--- config.mk ---
export PLATFORM = sky130hd
export DESIGN_NAME = ahb_to_axi_master_flat
export DESIGN_NICKNAME = d
export VERILOG_FILES = /design/src/rtl/ahb_to_axi_master_if.sv /design/src/rtl/ahb_to_axi_master.sv /design/src/flat_wrapper.sv
export SDC_FILE = /design/constraint.sdc
export NUM_CORES = 1
export LEC_CHECK = 0
export ABC_CLOCK_PERIOD_IN_PS = 4700
export BUFFER_PORTS_ARGS = -buffer_cell sky130_fd_sc_hd__buf_2
export CORE_AREA = 2 2 125 127
export DETAILED_ROUTE_END_ITERATION = 12
export DIE_AREA = 0 0 127 129
export PLACE_DENSITY = 0.67
export SLEW_MARGIN = 10
export SYNTH_ARGS = -nofsm -noshare
export SYNTH_HDL_FRONTEND = slang
export SYNTH_SLANG_ARGS = --single-unit
--- constraint.sdc ---
create_clock -name aclk -period 4.7 [get_ports aclk]
set_clock_uncertainty 0.05 [all_clocks]
set_input_delay 0.235 -clock aclk [delete_from_list [all_inputs] [get_ports aclk]]
set_output_delay 0.235 -clock aclk [all_outputs]
set_load 0.03 [all_outputs]
--- src/rtl/ahb_to_axi_master_if.sv ---
// AXI4 bus bundle shared by the DMA bridge and its system-side slave.
// The Master modport drives the request channels; the Slave modport drives the responses.
interface AXI_BUS #(
   parameter int ADDR_WIDTH = 32,
   parameter int DATA_WIDTH = 32,
   parameter int ID_WIDTH   = 4
);
   logic [ID_WIDTH-1:0]     aw_id;
   logic [ADDR_WIDTH-1:0]   aw_addr;
   logic [7:0]              aw_len;
   logic [2:0]              aw_size;
   logic [1:0]              aw_burst;
   logic                    aw_lock;
   logic [3:0]              aw_cache;
   logic [2:0]              aw_prot;
   logic                    aw_valid;
   logic                    aw_ready;
   logic [DATA_WIDTH-1:0]   w_data;
   logic [DATA_WIDTH/8-1:0] w_strb;
   logic                    w_last;
   logic                    w_valid;
   logic                    w_ready;
   logic [ID_WIDTH-1:0]     b_id;
   logic [1:0]              b_resp;
   logic                    b_valid;
   logic                    b_ready;
   logic [ID_WIDTH-1:0]     ar_id;
   logic [ADDR_WIDTH-1:0]   ar_addr;
   logic [7:0]              ar_len;
   logic [2:0]              ar_size;
   logic [1:0]              ar_burst;
   logic                    ar_lock;
   logic [3:0]              ar_cache;
   logic [2:0]              ar_prot;
   logic                    ar_valid;
   logic                    ar_ready;
   logic [ID_WIDTH-1:0]     r_id;
   logic [DATA_WIDTH-1:0]   r_data;
   logic [1:0]              r_resp;
   logic                    r_last;
   logic                    r_valid;
   logic                    r_ready;

   modport Master (
      output aw_id, aw_addr, aw_len, aw_size, aw_burst, aw_lock, aw_cache, aw_prot, aw_valid,
      input  aw_ready,
      output w_data, w_strb, w_last, w_valid,
      input  w_ready,
      input  b_id, b_resp, b_valid,
      output b_ready,
      output ar_id, ar_addr, ar_len, ar_size, ar_burst, ar_lock, ar_cache, ar_prot, ar_valid,
      input  ar_ready,
      input  r_id, r_data, r_resp, r_last, r_valid,
      output r_ready
   );

   modport Slave (
      input  aw_id, aw_addr, aw_len, aw_size, aw_burst, aw_lock, aw_cache, aw_prot, aw_valid,
      output aw_ready,
      input  w_data, w_strb, w_last, w_valid,
      output w_ready,
      output b_id, b_resp, b_valid,
      input  b_ready,
      input  ar_id, ar_addr, ar_len, ar_size, ar_burst, ar_lock, ar_cache, ar_prot, ar_valid,
      output ar_ready,
      output r_id, r_data, r_resp, r_last, r_valid,
      input  r_ready
   );
endinterface

--- src/rtl/ahb_to_axi_master.sv ---
// AHB-Lite slave to AXI4 master bridge for the DWC_otg DMA port: each accepted AHB beat
// becomes one single-beat, non-posted AXI transaction; AXI errors return as AHB ERROR.
//
// Handshake rule: an AXI transfer happens on a rising aclk edge where valid and ready are
// both high; valid, once raised, is held with stable payload until that edge and then drops.
module ahb_to_axi_master #(
   parameter int                  ADDR_WIDTH = 32,
   parameter int                  ID_WIDTH   = 4,
   parameter logic [ID_WIDTH-1:0] AXI_ID     = '0
) (
   input  logic                  aclk,
   input  logic                  areset,
   input  logic                  s_hsel,
   input  logic [ADDR_WIDTH-1:0] s_haddr,
   input  logic [1:0]            s_htrans,
   input  logic                  s_hwrite,
   input  logic [2:0]            s_hsize,
   input  logic [2:0]            s_hburst,
   input  logic [31:0]           s_hwdata,
   input  logic                  s_hready,
   output logic                  s_hready_resp,
   output logic                  s_hresp,
   output logic [31:0]           s_hrdata,
   output logic [2:0]            dbg_state,
   AXI_BUS.Master                mst
);

   typedef enum logic [2:0] {
      ST_IDLE, ST_WR_REQ, ST_WR_RESP, ST_RD_REQ, ST_RD_RESP, ST_DONE, ST_ERR1, ST_ERR2
   } state_t;

   state_t                state;
   logic [ADDR_WIDTH-1:0] addr_q;
   logic [2:0]            size_q;
   logic                  aw_valid_q;
   logic                  w_valid_q;
   logic                  ar_valid_q;
   logic                  b_ready_q;
   logic                  r_ready_q;

   logic accept;
   logic bad_xfer;
   logic aw_done;
   logic w_done;
   logic unused_inputs;

   assign accept = s_hsel & s_htrans[1] & s_hready &
                   ((state == ST_IDLE) | (state == ST_DONE) | (state == ST_ERR2));
   assign bad_xfer = (s_hsize > 3'd2) ||
                     ((s_hsize == 3'd1) && s_haddr[0]) ||
                     ((s_hsize == 3'd2) && (s_haddr[1:0] != 2'b00));

   // A channel counts as done once its valid has dropped or is handshaking this edge.
   assign aw_done = !aw_valid_q || mst.aw_ready;
   assign w_done  = !w_valid_q  || mst.w_ready;

   always_ff @(posedge aclk) begin
      if (areset) begin
         state         <= ST_IDLE;
         addr_q        <= '0;
         size_q        <= 3'd0;
         s_hready_resp <= 1'b1;
         s_hresp       <= 1'b0;
         s_hrdata      <= 32'd0;
         aw_valid_q    <= 1'b0;
         w_valid_q     <= 1'b0;
         ar_valid_q    <= 1'b0;
         b_ready_q     <= 1'b0;
         r_ready_q     <= 1'b0;
      end else begin
         case (state)
            ST_IDLE, ST_DONE, ST_ERR2: begin
               if (accept) begin
                  addr_q        <= s_haddr;
                  size_q        <= s_hsize;
                  s_hready_resp <= 1'b0;
                  if (bad_xfer) begin
                     state   <= ST_ERR1;
                     s_hresp <= 1'b1;
                  end else if (s_hwrite) begin
                     state      <= ST_WR_REQ;
                     s_hresp    <= 1'b0;
                     aw_valid_q <= 1'b1;
                     w_valid_q  <= 1'b1;
                  end else begin
                     state      <= ST_RD_REQ;
                     s_hresp    <= 1'b0;
                     ar_valid_q <= 1'b1;
                  end
               end else begin
                  state         <= ST_IDLE;
                  s_hready_resp <= 1'b1;
                  s_hresp       <= 1'b0;
               end
            end
            ST_WR_REQ: begin
               if (mst.aw_ready) aw_valid_q <= 1'b0;
               if (mst.w_ready)  w_valid_q  <= 1'b0;
               if (aw_done && w_done) begin
                  state     <= ST_WR_RESP;
                  b_ready_q <= 1'b1;
               end
            end
            ST_WR_RESP: begin
               if (mst.b_valid) begin
                  b_ready_q <= 1'b0;
                  if (mst.b_resp[1]) begin
                     state   <= ST_ERR1;
                     s_hresp <= 1'b1;
                  end else begin
                     state         <= ST_DONE;
                     s_hready_resp <= 1'b1;
                  end
               end
            end
            ST_RD_REQ: begin
               if (mst.ar_ready) begin
                  ar_valid_q <= 1'b0;
                  r_ready_q  <= 1'b1;
                  state      <= ST_RD_RESP;
               end
            end
            ST_RD_RESP: begin
               if (mst.r_valid) begin
                  r_ready_q <= 1'b0;
                  s_hrdata  <= mst.r_data;
                  if (mst.r_resp[1]) begin
                     state   <= ST_ERR1;
                     s_hresp <= 1'b1;
                  end else begin
                     state         <= ST_DONE;
                     s_hready_resp <= 1'b1;
                  end
               end
            end
            ST_ERR1: begin
               state         <= ST_ERR2;
               s_hready_resp <= 1'b1;
               s_hresp       <= 1'b1;
            end
            default: begin
               state         <= ST_IDLE;
               s_hready_resp <= 1'b1;
               s_hresp       <= 1'b0;
            end
         endcase
      end
   end

   assign dbg_state = state;

   assign mst.aw_id    = AXI_ID;
   assign mst.aw_addr  = addr_q;
   assign mst.aw_len   = 8'd0;
   assign mst.aw_size  = size_q;
   assign mst.aw_burst = 2'b01;
   assign mst.aw_lock  = 1'b0;
   assign mst.aw_cache = 4'd0;
   assign mst.aw_prot  = 3'd0;
   assign mst.aw_valid = aw_valid_q;

   // AHB holds hwdata stable while the data phase is stretched, so W can pass it straight through.
   assign mst.w_data  = s_hwdata;
   assign mst.w_last  = 1'b1;
   assign mst.w_valid = w_valid_q;

   always_comb begin
      mst.w_strb = 4'hF;
      case (size_q)
         3'd0:    mst.w_strb = 4'b0001 << addr_q[1:0];
         3'd1:    mst.w_strb = 4'b0011 << {addr_q[1], 1'b0};
         default: mst.w_strb = 4'hF;
      endcase
   end

   assign mst.b_ready = b_ready_q;

   assign mst.ar_id    = AXI_ID;
   assign mst.ar_addr  = addr_q;
   assign mst.ar_len   = 8'd0;
   assign mst.ar_size  = size_q;
   assign mst.ar_burst = 2'b01;
   assign mst.ar_lock  = 1'b0;
   assign mst.ar_cache = 4'd0;
   assign mst.ar_prot  = 3'd0;
   assign mst.ar_valid = ar_valid_q;

   assign mst.r_ready = r_ready_q;

   assign unused_inputs = ^{s_hburst, mst.b_id, mst.r_id, mst.r_last, mst.b_resp[0], mst.r_resp[0]};

endmodule

--- src/flat_wrapper.sv ---
// flat-port wrapper written by rule: the top's interface ports become plain ports
module ahb_to_axi_master_flat 
#(
   parameter int                  ADDR_WIDTH = 32,
   parameter int                  ID_WIDTH   = 4,
   parameter logic [ID_WIDTH-1:0] AXI_ID     = '0
)
  (aclk, areset, s_hsel, s_haddr, s_htrans, s_hwrite, s_hsize, s_hburst, s_hwdata, s_hready, s_hready_resp, s_hresp, s_hrdata, dbg_state, mst_aw_id, mst_aw_addr, mst_aw_len, mst_aw_size, mst_aw_burst, mst_aw_lock, mst_aw_cache, mst_aw_prot, mst_aw_valid, mst_aw_ready, mst_w_data, mst_w_strb, mst_w_last, mst_w_valid, mst_w_ready, mst_b_id, mst_b_resp, mst_b_valid, mst_b_ready, mst_ar_id, mst_ar_addr, mst_ar_len, mst_ar_size, mst_ar_burst, mst_ar_lock, mst_ar_cache, mst_ar_prot, mst_ar_valid, mst_ar_ready, mst_r_id, mst_r_data, mst_r_resp, mst_r_last, mst_r_valid, mst_r_ready);
  AXI_BUS #(.ADDR_WIDTH(ADDR_WIDTH), .DATA_WIDTH(32), .ID_WIDTH(ID_WIDTH)) mst_i ();
  input  logic aclk;
  input  logic areset;
  input  logic s_hsel;
  input  logic [ADDR_WIDTH-1:0] s_haddr;
  input  logic [1:0] s_htrans;
  input  logic s_hwrite;
  input  logic [2:0] s_hsize;
  input  logic [2:0] s_hburst;
  input  logic [31:0] s_hwdata;
  input  logic s_hready;
  output logic s_hready_resp;
  output logic s_hresp;
  output logic [31:0] s_hrdata;
  output logic [2:0] dbg_state;
  output wire logic [$bits(mst_i.aw_id)-1:0] mst_aw_id;
  output wire logic [$bits(mst_i.aw_addr)-1:0] mst_aw_addr;
  output wire logic [$bits(mst_i.aw_len)-1:0] mst_aw_len;
  output wire logic [$bits(mst_i.aw_size)-1:0] mst_aw_size;
  output wire logic [$bits(mst_i.aw_burst)-1:0] mst_aw_burst;
  output wire logic [$bits(mst_i.aw_lock)-1:0] mst_aw_lock;
  output wire logic [$bits(mst_i.aw_cache)-1:0] mst_aw_cache;
  output wire logic [$bits(mst_i.aw_prot)-1:0] mst_aw_prot;
  output wire logic [$bits(mst_i.aw_valid)-1:0] mst_aw_valid;
  input wire logic [$bits(mst_i.aw_ready)-1:0] mst_aw_ready;
  output wire logic [$bits(mst_i.w_data)-1:0] mst_w_data;
  output wire logic [$bits(mst_i.w_strb)-1:0] mst_w_strb;
  output wire logic [$bits(mst_i.w_last)-1:0] mst_w_last;
  output wire logic [$bits(mst_i.w_valid)-1:0] mst_w_valid;
  input wire logic [$bits(mst_i.w_ready)-1:0] mst_w_ready;
  input wire logic [$bits(mst_i.b_id)-1:0] mst_b_id;
  input wire logic [$bits(mst_i.b_resp)-1:0] mst_b_resp;
  input wire logic [$bits(mst_i.b_valid)-1:0] mst_b_valid;
  output wire logic [$bits(mst_i.b_ready)-1:0] mst_b_ready;
  output wire logic [$bits(mst_i.ar_id)-1:0] mst_ar_id;
  output wire logic [$bits(mst_i.ar_addr)-1:0] mst_ar_addr;
  output wire logic [$bits(mst_i.ar_len)-1:0] mst_ar_len;
  output wire logic [$bits(mst_i.ar_size)-1:0] mst_ar_size;
  output wire logic [$bits(mst_i.ar_burst)-1:0] mst_ar_burst;
  output wire logic [$bits(mst_i.ar_lock)-1:0] mst_ar_lock;
  output wire logic [$bits(mst_i.ar_cache)-1:0] mst_ar_cache;
  output wire logic [$bits(mst_i.ar_prot)-1:0] mst_ar_prot;
  output wire logic [$bits(mst_i.ar_valid)-1:0] mst_ar_valid;
  input wire logic [$bits(mst_i.ar_ready)-1:0] mst_ar_ready;
  input wire logic [$bits(mst_i.r_id)-1:0] mst_r_id;
  input wire logic [$bits(mst_i.r_data)-1:0] mst_r_data;
  input wire logic [$bits(mst_i.r_resp)-1:0] mst_r_resp;
  input wire logic [$bits(mst_i.r_last)-1:0] mst_r_last;
  input wire logic [$bits(mst_i.r_valid)-1:0] mst_r_valid;
  output wire logic [$bits(mst_i.r_ready)-1:0] mst_r_ready;
  assign mst_aw_id = mst_i.aw_id;
  assign mst_aw_addr = mst_i.aw_addr;
  assign mst_aw_len = mst_i.aw_len;
  assign mst_aw_size = mst_i.aw_size;
  assign mst_aw_burst = mst_i.aw_burst;
  assign mst_aw_lock = mst_i.aw_lock;
  assign mst_aw_cache = mst_i.aw_cache;
  assign mst_aw_prot = mst_i.aw_prot;
  assign mst_aw_valid = mst_i.aw_valid;
  assign mst_i.aw_ready = mst_aw_ready;
  assign mst_w_data = mst_i.w_data;
  assign mst_w_strb = mst_i.w_strb;
  assign mst_w_last = mst_i.w_last;
  assign mst_w_valid = mst_i.w_valid;
  assign mst_i.w_ready = mst_w_ready;
  assign mst_i.b_id = mst_b_id;
  assign mst_i.b_resp = mst_b_resp;
  assign mst_i.b_valid = mst_b_valid;
  assign mst_b_ready = mst_i.b_ready;
  assign mst_ar_id = mst_i.ar_id;
  assign mst_ar_addr = mst_i.ar_addr;
  assign mst_ar_len = mst_i.ar_len;
  assign mst_ar_size = mst_i.ar_size;
  assign mst_ar_burst = mst_i.ar_burst;
  assign mst_ar_lock = mst_i.ar_lock;
  assign mst_ar_cache = mst_i.ar_cache;
  assign mst_ar_prot = mst_i.ar_prot;
  assign mst_ar_valid = mst_i.ar_valid;
  assign mst_i.ar_ready = mst_ar_ready;
  assign mst_i.r_id = mst_r_id;
  assign mst_i.r_data = mst_r_data;
  assign mst_i.r_resp = mst_r_resp;
  assign mst_i.r_last = mst_r_last;
  assign mst_i.r_valid = mst_r_valid;
  assign mst_r_ready = mst_i.r_ready;
  ahb_to_axi_master #(.ADDR_WIDTH(ADDR_WIDTH), .ID_WIDTH(ID_WIDTH), .AXI_ID(AXI_ID)) u_core (.aclk(aclk), .areset(areset), .s_hsel(s_hsel), .s_haddr(s_haddr), .s_htrans(s_htrans), .s_hwrite(s_hwrite), .s_hsize(s_hsize), .s_hburst(s_hburst), .s_hwdata(s_hwdata), .s_hready(s_hready), .s_hready_resp(s_hready_resp), .s_hresp(s_hresp), .s_hrdata(s_hrdata), .dbg_state(dbg_state), .mst(mst_i));
endmodule
Word level (Yosys, flattened, before mapping)
Index checks and enable logic that the tools add are counted.
{"block": "totals", "reg_bits": 77, "input_bits": 127, "out_inout_bits": 193, "wordCells": 113}
{"block": "op_classes", "magnitude_cmp": 1, "eq_ne": 24, "shift": 2, "muxes": 42, "bitwise": 5, "n_reduce_logical": 28}
{"op": "$reduce_and 5->1", "n": 5}
{"op": "$mux 1", "n": 24}
{"op": "$ne 2x2->1 const B", "n": 12}
{"op": "$mux 3", "n": 6}
{"op": "$pmux 3 s6", "n": 1}
{"op": "$eq 3x3->1 const B", "n": 4}
{"op": "$pmux 1 s2", "n": 5}
{"op": "$reduce_bool 2->1", "n": 5}
{"op": "$eq 3x1->1 const B", "n": 3}
{"op": "$eq 3x2->1 const B", "n": 3}
{"op": "$pmux 1 s4", "n": 2}
{"op": "$pmux 4 s2", "n": 1}
{"op": "$logic_not 3->1", "n": 2}
{"op": "$mux 2", "n": 3}
{"op": "$reduce_and 3->1", "n": 2}
{"op": "$logic_or 1x1->1", "n": 4}
{"op": "$ne 2x1->1 const B", "n": 2}
{"op": "$reduce_and 2->1", "n": 2}
{"op": "$reduce_and 4->1", "n": 1}
{"op": "$reduce_bool 4->1", "n": 1}
{"op": "$shl 1x2->4 const A", "n": 1}
{"op": "$shl 2x2->4 const A", "n": 1}
{"op": "$and 1x1->1", "n": 3}
{"op": "$gt 3x2->1 const B", "n": 1}
{"op": "4 further kinds", "n": 8}

Longest topological paths before layout
Gate-level depths: netlist of run 1.
{"block": "depth", "depth_word": 7, "depth_mapped": 7, "ltp_nobuf": 4}

Worst setup path after synthesis of run 1
OpenSTA, ideal clock, no wires.
{"block": "synth_timing", "kind": "reg2reg", "startpoint": "reg u_core.state[0], in the netlist u_core.dbg_state[0]", "endpoint": "reg u_core.state[1], in the netlist u_core.dbg_state[1]", "setup_time_ns": 0.088, "t_arrival_ns": 1.650, "required_ns": 4.562, "path_slack_ns": 2.912, "stages_incl_launch_ff": 6, "n_path_buf": 1, "synth_period_minus_slack_ns": 1.788, "path_cell_list": "dfxtp_1 -> buf_4 -> inv_1 -> o41a_4 -> and3_4 -> a311oi_2"}
{"block": "synth_via", "elab_chain_cells": 6}
{"item": "start: declaration", "line": "ahb_to_axi_master.sv:32", "rtl": "state_t state;"}
{"item": "start signal: assignment", "line": "ahb_to_axi_master.sv:59", "rtl": "state <= ST_IDLE;"}
{"item": "start signal: assignment", "line": "ahb_to_axi_master.sv:78", "rtl": "state <= ST_ERR1;"}
{"item": "start signal: assignment", "line": "ahb_to_axi_master.sv:81", "rtl": "state <= ST_WR_REQ;"}
{"item": "$eq 3x3->1 / $logic_not 3->1 (equally long branches)", "line": "ahb_to_axi_master.sv:48, ahb_to_axi_master.sv:71"}
{"item": "$or 1x1->1 (2 in a row)", "line": "ahb_to_axi_master.sv:48", "rtl": "((state == ST_IDLE) | (state == ST_DONE) | (state == ST_ERR2));"}
{"item": "$and 1x1->1", "line": "ahb_to_axi_master.sv:47", "rtl": "assign accept = s_hsel & s_htrans[1] & s_hready &"}
{"item": "$mux 3", "line": "ahb_to_axi_master.sv:73", "rtl": "if (accept) begin"}
{"item": "$pmux 3 s6", "line": "ahb_to_axi_master.sv:71", "rtl": "case (state)"}
Several ways; a longest one is shown, not always the timed one.
A chain may end at the register's enable or synchronous reset.

Worst setup path in the final report of run 1
{"block": "layout_timing", "startpoint": "reg u_core.state[2], in the netlist u_core.dbg_state[2]", "endpoint": "reg u_core.addr_q[16], in the netlist u_core.mst.ar_addr[16]"}
{"block": "layout_via", "elab_chain_cells": 5}
{"item": "$eq 3x3->1 / $logic_not 3->1 (equally long branches)", "line": "ahb_to_axi_master.sv:48, ahb_to_axi_master.sv:71"}
{"item": "$or 1x1->1 (2 in a row)", "line": "ahb_to_axi_master.sv:48"}
{"item": "$and 1x1->1", "line": "ahb_to_axi_master.sv:47"}
{"item": "$reduce_and 2->1 (no line) (*)"}
{"item": "end signal: assignment", "line": "ahb_to_axi_master.sv:74", "rtl": "addr_q <= s_haddr;"}
{"item": "end: declaration", "line": "ahb_to_axi_master.sv:33", "rtl": "logic [ADDR_WIDTH-1:0] addr_q;"}
Mark *: on every way between the ends. The rest lies on a longest branch, timed or not.

==> results of run 1 <==
## cells by family (layout without fill, tap and decap cells)
logic type / count (synthesis) / after routing / share of synthesized area
buffers and inverters: 143 / 219 / 0.2538
AO/OA/AOI/OAI: 102 / 102 / 0.1499
AND/OR/NAND/NOR: 178 / 178 / 0.1981
flip-flops: 77 / 77 / 0.3963
other: 2 / 45 / 0.001931
## area by class of cell
class	instances	area (µm²)
Inverter	4	15.01
Clock inverter	4	70.07
Timing Repair Buffer	199	1006
Tap cell	188	235.2
Clock buffer	12	256.5
Fill cell	1633	10310
Sequential cell	77	1541
Multi-Input combinational cell	325	1540
## flip-flops by register name, summed over array words and instances, names as in the netlist
name	count
u_core.mst.b_ready	1
u_core.s_hrdata	32
u_core.mst.aw_valid	1
u_core.mst.ar_size	3
u_core.dbg_state	3
u_core.mst.r_ready	1
u_core.mst.w_valid	1
u_core.s_hresp	1
u_core.s_hready_resp	1
u_core.mst.ar_valid	1
u_core.mst.ar_addr	32
## worst max-delay path, stage by stage, from the launching register on
cell	delay [ns]
dfxtp_1	0.76
and2_1	0.35
o2111a_1	0.66
buf_4	0.40
nand2_1	0.10
a21oi_1	0.12
## power groups by stage
stage	Sequential [µW]	Clock [µW]	Combinational, µW
floorplan	914	0	498
global placement	809	0	685
detailed placement	811	0	687
CTS	798	798	688
global route	809	814	745
finish	797	763	681
## path summary, 6_finish.rpt
kind | startpoint | end | slack (ns) | cells past startpoint
max | u_core.dbg_state[2] | u_core.mst.ar_addr[16] | 2.16 | 5
min reg2reg | u_core.s_hrdata[4] | u_core.s_hrdata[4] | 0.40 | 2
max reg2reg | u_core.dbg_state[2] | u_core.mst.ar_addr[16] | 2.16 | 5
min | s_haddr[4] | u_core.mst.ar_addr[4] | 0.08 | 3
## metrics by stage
step / total power [µW] / utilization / hold slack, ns
floorplan: 1412 / - / 0.3210
global placement: 1494 / 0.2896 / 0.3885
detailed placement: 1498 / 0.2896 / 0.3930
CTS: 2284 / 0.3114 / 0.05781
global route: 2368 / 0.3114 / 0.07019
finish: 2240 / 0.3114 / 0.08201
## metal layers
metal,vias up,part of all wire,routed length (µm),GRT usage
met2,175,0.47,4829,0.2097
met3,25,0.093,960,0.04699
li1,1706,-,-,-
met5,-,0,0,0
met1,1532,0.41,4247,0.1353
met4,0,0.025,254,0.05624
## layout by cell type (no fill, tap or decap), types with 2 or more instances in the layout
cell type	n
buf_2	195
nand2_1	141
dfxtp_1	77
a21oi_1	74
conb_1	45
nor2_1	9
clkbuf_16	9
o21ai_0	7
inv_1	4
nor2b_1	4
o21ai_1	4
a31oi_1	4
buf_4	4
and2_1	3
nand2b_1	3
nor3b_1	3
nand3_1	2
nor4_1	2
or3_1	2
and3b_1	2
clkbuf_8	2
bufinv_16	2
clkinv_2	2
==> impl_metrics.ini, run 1 <==
[detailed_routing]
via_per_inst = 4.250
drtPass1Iterations = 4
ant_nets = 0
via_count = 3438
drt_iter0_markers = 157
drt-total-wl_mm = 10.29
drc = 0
wl_per_cell_um = 12.72

[clock_tree]
cts.sinks = 77
insertion_delay_ns = 0.34
ctsLongestPathBuffers = 2
tritoncts = done
htreeDepth = 3
hold_buffers = 0
clkTransAtPathRegs_ns = 0.06
ctsResizeCount = 0
cts_setup_buffers = 0
numCtsBuffers = 9
root_buffer = clkbuf_16

[timing]
worst_slew_pin_slew_ns = 1.051
rsz0062_at_grt = no
setup-tns-final_ns = 0
fin_crit_ns = 2.536
min_period_over_period = 0.5396
fin_ws_ns = 2.164
max_freq_mhz = 394.3
hold_viol = 0
relSlewSlack = 0.2993
finalMaxSlewViolations = 0
setup_violations = 0

[worst_setup_path]
path_class = reg -> reg
worst_setup_path_end_kind = flop
startpoint_type = flop
arrival_ns = 2.74
crit_required_ns = 4.91
critical_path.max_fanout = 25

[placed_design]
dpl_cell_area_mm2 = 0.004338
hpwl_mm = 7.503
numPortBuffers = 195
place_ws_ns = 2.137
dp.cells = 793
gp_congestion = 0.7514

[yosys]
ys_seq_elements = 77
synth.most_common_cell = nand2_1
postSynth.asyncResetShare = 0
avgSynthCellArea_um2 = 7.749
syn-instance-count = 502
synth_area_leaders = dfxtp_1 (40%), buf_4 (23%), nand2_1 (14%)
ys_types = 40
synth_edf_count = 0
yosysTopAreaCellShare = 0.3963
netlist_area_mm2 = 0.003890
synth.largest_area_cell = dfxtp_1
yosysWarnings = 0
synth_seq_area_share = 0.3963
synth-main-ff-cell = dfxtp_1
ys_top_cells_by_count = nand2_1 (141), buf_4 (117), dfxtp_1 (77), a21oi_1 (74), clkbuf_1 (13)

[global_route]
grt_pass1_wl_mm = 15.49
grtUsageTotal = 0.1225
antenna_found_initial = 0
grt_pass1_vias = 2953
grt_overflow_total = 0
grt_max_degree = 40

[power]
pwr-share-comb = 0.304
swShare = 0.3647
total_leakage_power_uw = 0.002236
seq_power_share = 0.356
p_sw_uw = 817.0
irDropWorstVdd_mv = 0.2258
pwr_density_cell_mw_per_mm2 = 480.3
clock_power_share = 0.340
p_int_uw = 1423

[die]
floorplan.initialDensity = 0.2597
die_w_um = 127
dieHeight_um = 129
die_area_mm2 = 0.01638
rows = 45
io_pins = 320
core_mm2 = 0.01498

[cells_and_area]
antenna_cells = 0
drive_gt1_frac = 0.3575
finalNonFillerCells = 809
stdcell_area_mm2 = 0.004664
layout.nets = 743
area_delta_synth_final_pct = 19.91

[status]
outcome = completed

[worst_hold_path]
hp-class = in -> reg

[job]
cap_violations = 0
Power figures use the tool's default switching activity.
==> run 2, diff against run 1 <==
- ABC_CLOCK_PERIOD_IN_PS: 4700 -> 2600
- CORE_AREA: 2 2 125 127 -> 2 2 123 125
- DIE_AREA: 0 0 127 129 -> 0 0 125 127
- PLACE_DENSITY: 0.67 -> 0.69
- clock period: 4.7 -> 2.6 ns (I/O delays scaled with it)
==> run 2 against run 1 <==
Net effect: critical path depth decreased by 1; non-clock buffer count rose by 64; sequential power grew 74%; die area down 3.1%; routed wire length is 12% higher; global-route usage up 1.8 points; highest routed layer is now met5.
==> impl_metrics.ini, run 2 (synthesized netlist as in run 1, its figures left out) <==
[status]
outcome = completed

[timing]
rsz0062_at_grt = no
fin_ws_ns = 0.6460
hold_viol = 0
max_freq_mhz = 511.8
min_period_over_period = 0.7515
setup-tns-final_ns = 0
fin_crit_ns = 1.954
worst_slew_pin_slew_ns = 0.7677
relSlewSlack = 0.4882
finalMaxSlewViolations = 0
setup_violations = 0

[worst_setup_path]
worst_setup_path_end_kind = flop
crit_required_ns = 2.81
reg2reg_slack_ns = 0.65
arrival_ns = 2.17
crit_chain = and2_1 > o2111ai_4 > or3_1 > a21oi_1
rr_worst_depth = 4
path_class = reg -> reg
critPathSlowestCell = dfxtp_1
critical_path.max_fanout = 15
slowest_delay_ns = 0.56
startpoint_type = flop
regToRegEndpoint = u_core.mst.aw_valid
reg2reg_from = u_core.dbg_state[0]

[detailed_routing]
drt_iter0_markers = 99
via_count = 3674
wl_per_cell_um = 13.27
drt-total-wl_mm = 11.54
drtPass1Iterations = 4
via_per_inst = 4.228
ant_nets = 0
drc = 0

[power]
total_leakage_power_uw = 0.002519
pwr_density_cell_mw_per_mm2 = 807.6
irDropWorstVdd_mv = 0.3427
fin_total_pwr_uw = 4325

[placed_design]
place_ws_ns = 0.6548
dp.cells = 792
gp_congestion = 0.7551
numPortBuffers = 195
hpwl_mm = 7.872

[cells_and_area]
layout_common_cells = buf_2 (195), nand2_1 (141), dfxtp_1 (77), a21oi_1 (74), dlygate4sd3_1 (61)
antenna_cells = 0
layout_commonest_cell = buf_2
n_fill_cell = 1444
area_delta_synth_final_pct = 37.66
finalNonFillerCells = 869
drive_gt1_frac = 0.3285
layout.nets = 807

[clock_tree]
htreeDepth = 3
insertion_delay_ns = 0.34
clkTransAtPathRegs_ns = 0.06
cts_setup_buffers = 0
numCtsBuffers = 9
tritoncts = done
cts.sinks = 77
root_buffer = clkbuf_16
ctsLongestPathBuffers = 2

[global_route]
grtUsageTotal = 0.1402
antenna_found_initial = 2
grt_max_degree = 43
grt_pass1_wl_mm = 17.38
grt_pass1_vias = 3438
grt_overflow_total = 0

[worst_hold_path]
min_path_cells = 3
hold_path.startpoint = s_haddr[31]
hold_end = u_core.mst.ar_addr[31]
hp-class = in -> reg

[die]
io_pins = 320
floorplan.initialDensity = 0.2697
dieHeight_um = 127
rows = 44
core_mm2 = 0.01442
die_area_mm2 = 0.01588
die_w_um = 125

[job]
cap_violations = 0
-- run 2: cell types whose count changed in the layout (fill, tap and decap cells not counted) --
| cell | previous run | this run |
|---|---|---|
| dlygate4sd3_1 | 0 | 61 |
| buf_12 | 0 | 2 |
| buf_4 | 4 | 5 |
| clkbuf_8 | 2 | 0 |
| clkinv_2 | 2 | 0 |
| bufinv_16 | 2 | 4 |
| clkinvlp_4 | 0 | 2 |
-- run 2: repair_timing --
action | 4_1_cts | 5_1_grt
hold endpoints to repair | 61 | 0
hold buffers | 61 | 0
resized for setup | 0 | 0
-- run 2: report_power, final --
group          switching [µW]  internal (µW)  total (µW)
Combinational             927            463        1390
Clock                     506           1040        1540
Sequential               88.7           1300        1390
Total                    1520           2800        4320
-- run 2: how the worst max path moves through the flow --
| stage | from | cells past startpoint | end |
|---|---|---|---|
| global placement | u_core.dbg_state[0] | 4 | u_core.mst.aw_valid |
| floorplan | u_core.dbg_state[0] | 5 | u_core.dbg_state[1] |
| global route | u_core.dbg_state[0] | 5 | u_core.mst.ar_addr[23] |
| finish | u_core.dbg_state[0] | 4 | u_core.mst.aw_valid |
| CTS | u_core.dbg_state[0] | 5 | u_core.mst.ar_addr[13] |
| detailed placement | u_core.dbg_state[0] | 5 | u_core.mst.ar_addr[13] |
-- run 2: final cells by class --
class / instances / area (µm²) / share of cell area
clock buffer: 10 / 229.0 / 0.04276
inverter: 4 / 15.01 / 0.002804
sequential: 77 / 1541 / 0.2879
multi-input combinational: 325 / 1540 / 0.2876
timing repair buffer: 263 / 1664 / 0.3107
clock inverter: 6 / 135.1 / 0.02523
tap: 184 / 230.2 / 0.04299
-- run 2: worst max-delay path: cells and delay by family, from the launching register on --
family,cells,cell delay [ns]
AND/OR/NAND/NOR,2,0.80
flip-flops,1,0.56
AO/OA/AOI/OAI,2,0.45
-- run 2: stage by stage --
stage	util	instance area [µm²]	hold WS (ns)
global placement	0.3037	4380	0.2102
finish	0.3713	5355	0.01354
detailed placement	0.3037	4380	0.2102
floorplan	-	4051	0.2160
CTS	0.3713	5355	0.001224
global route	0.3713	5355	0.006244
-- run 2: routing by layer --
metal,track usage,vias up,part of all wire
met5,0,-,0.0011
met4,0.07320,2,0.028
met3,0.04690,29,0.083
met2,0.2554,168,0.49
met1,0.1429,1641,0.40
li1,-,1834,-
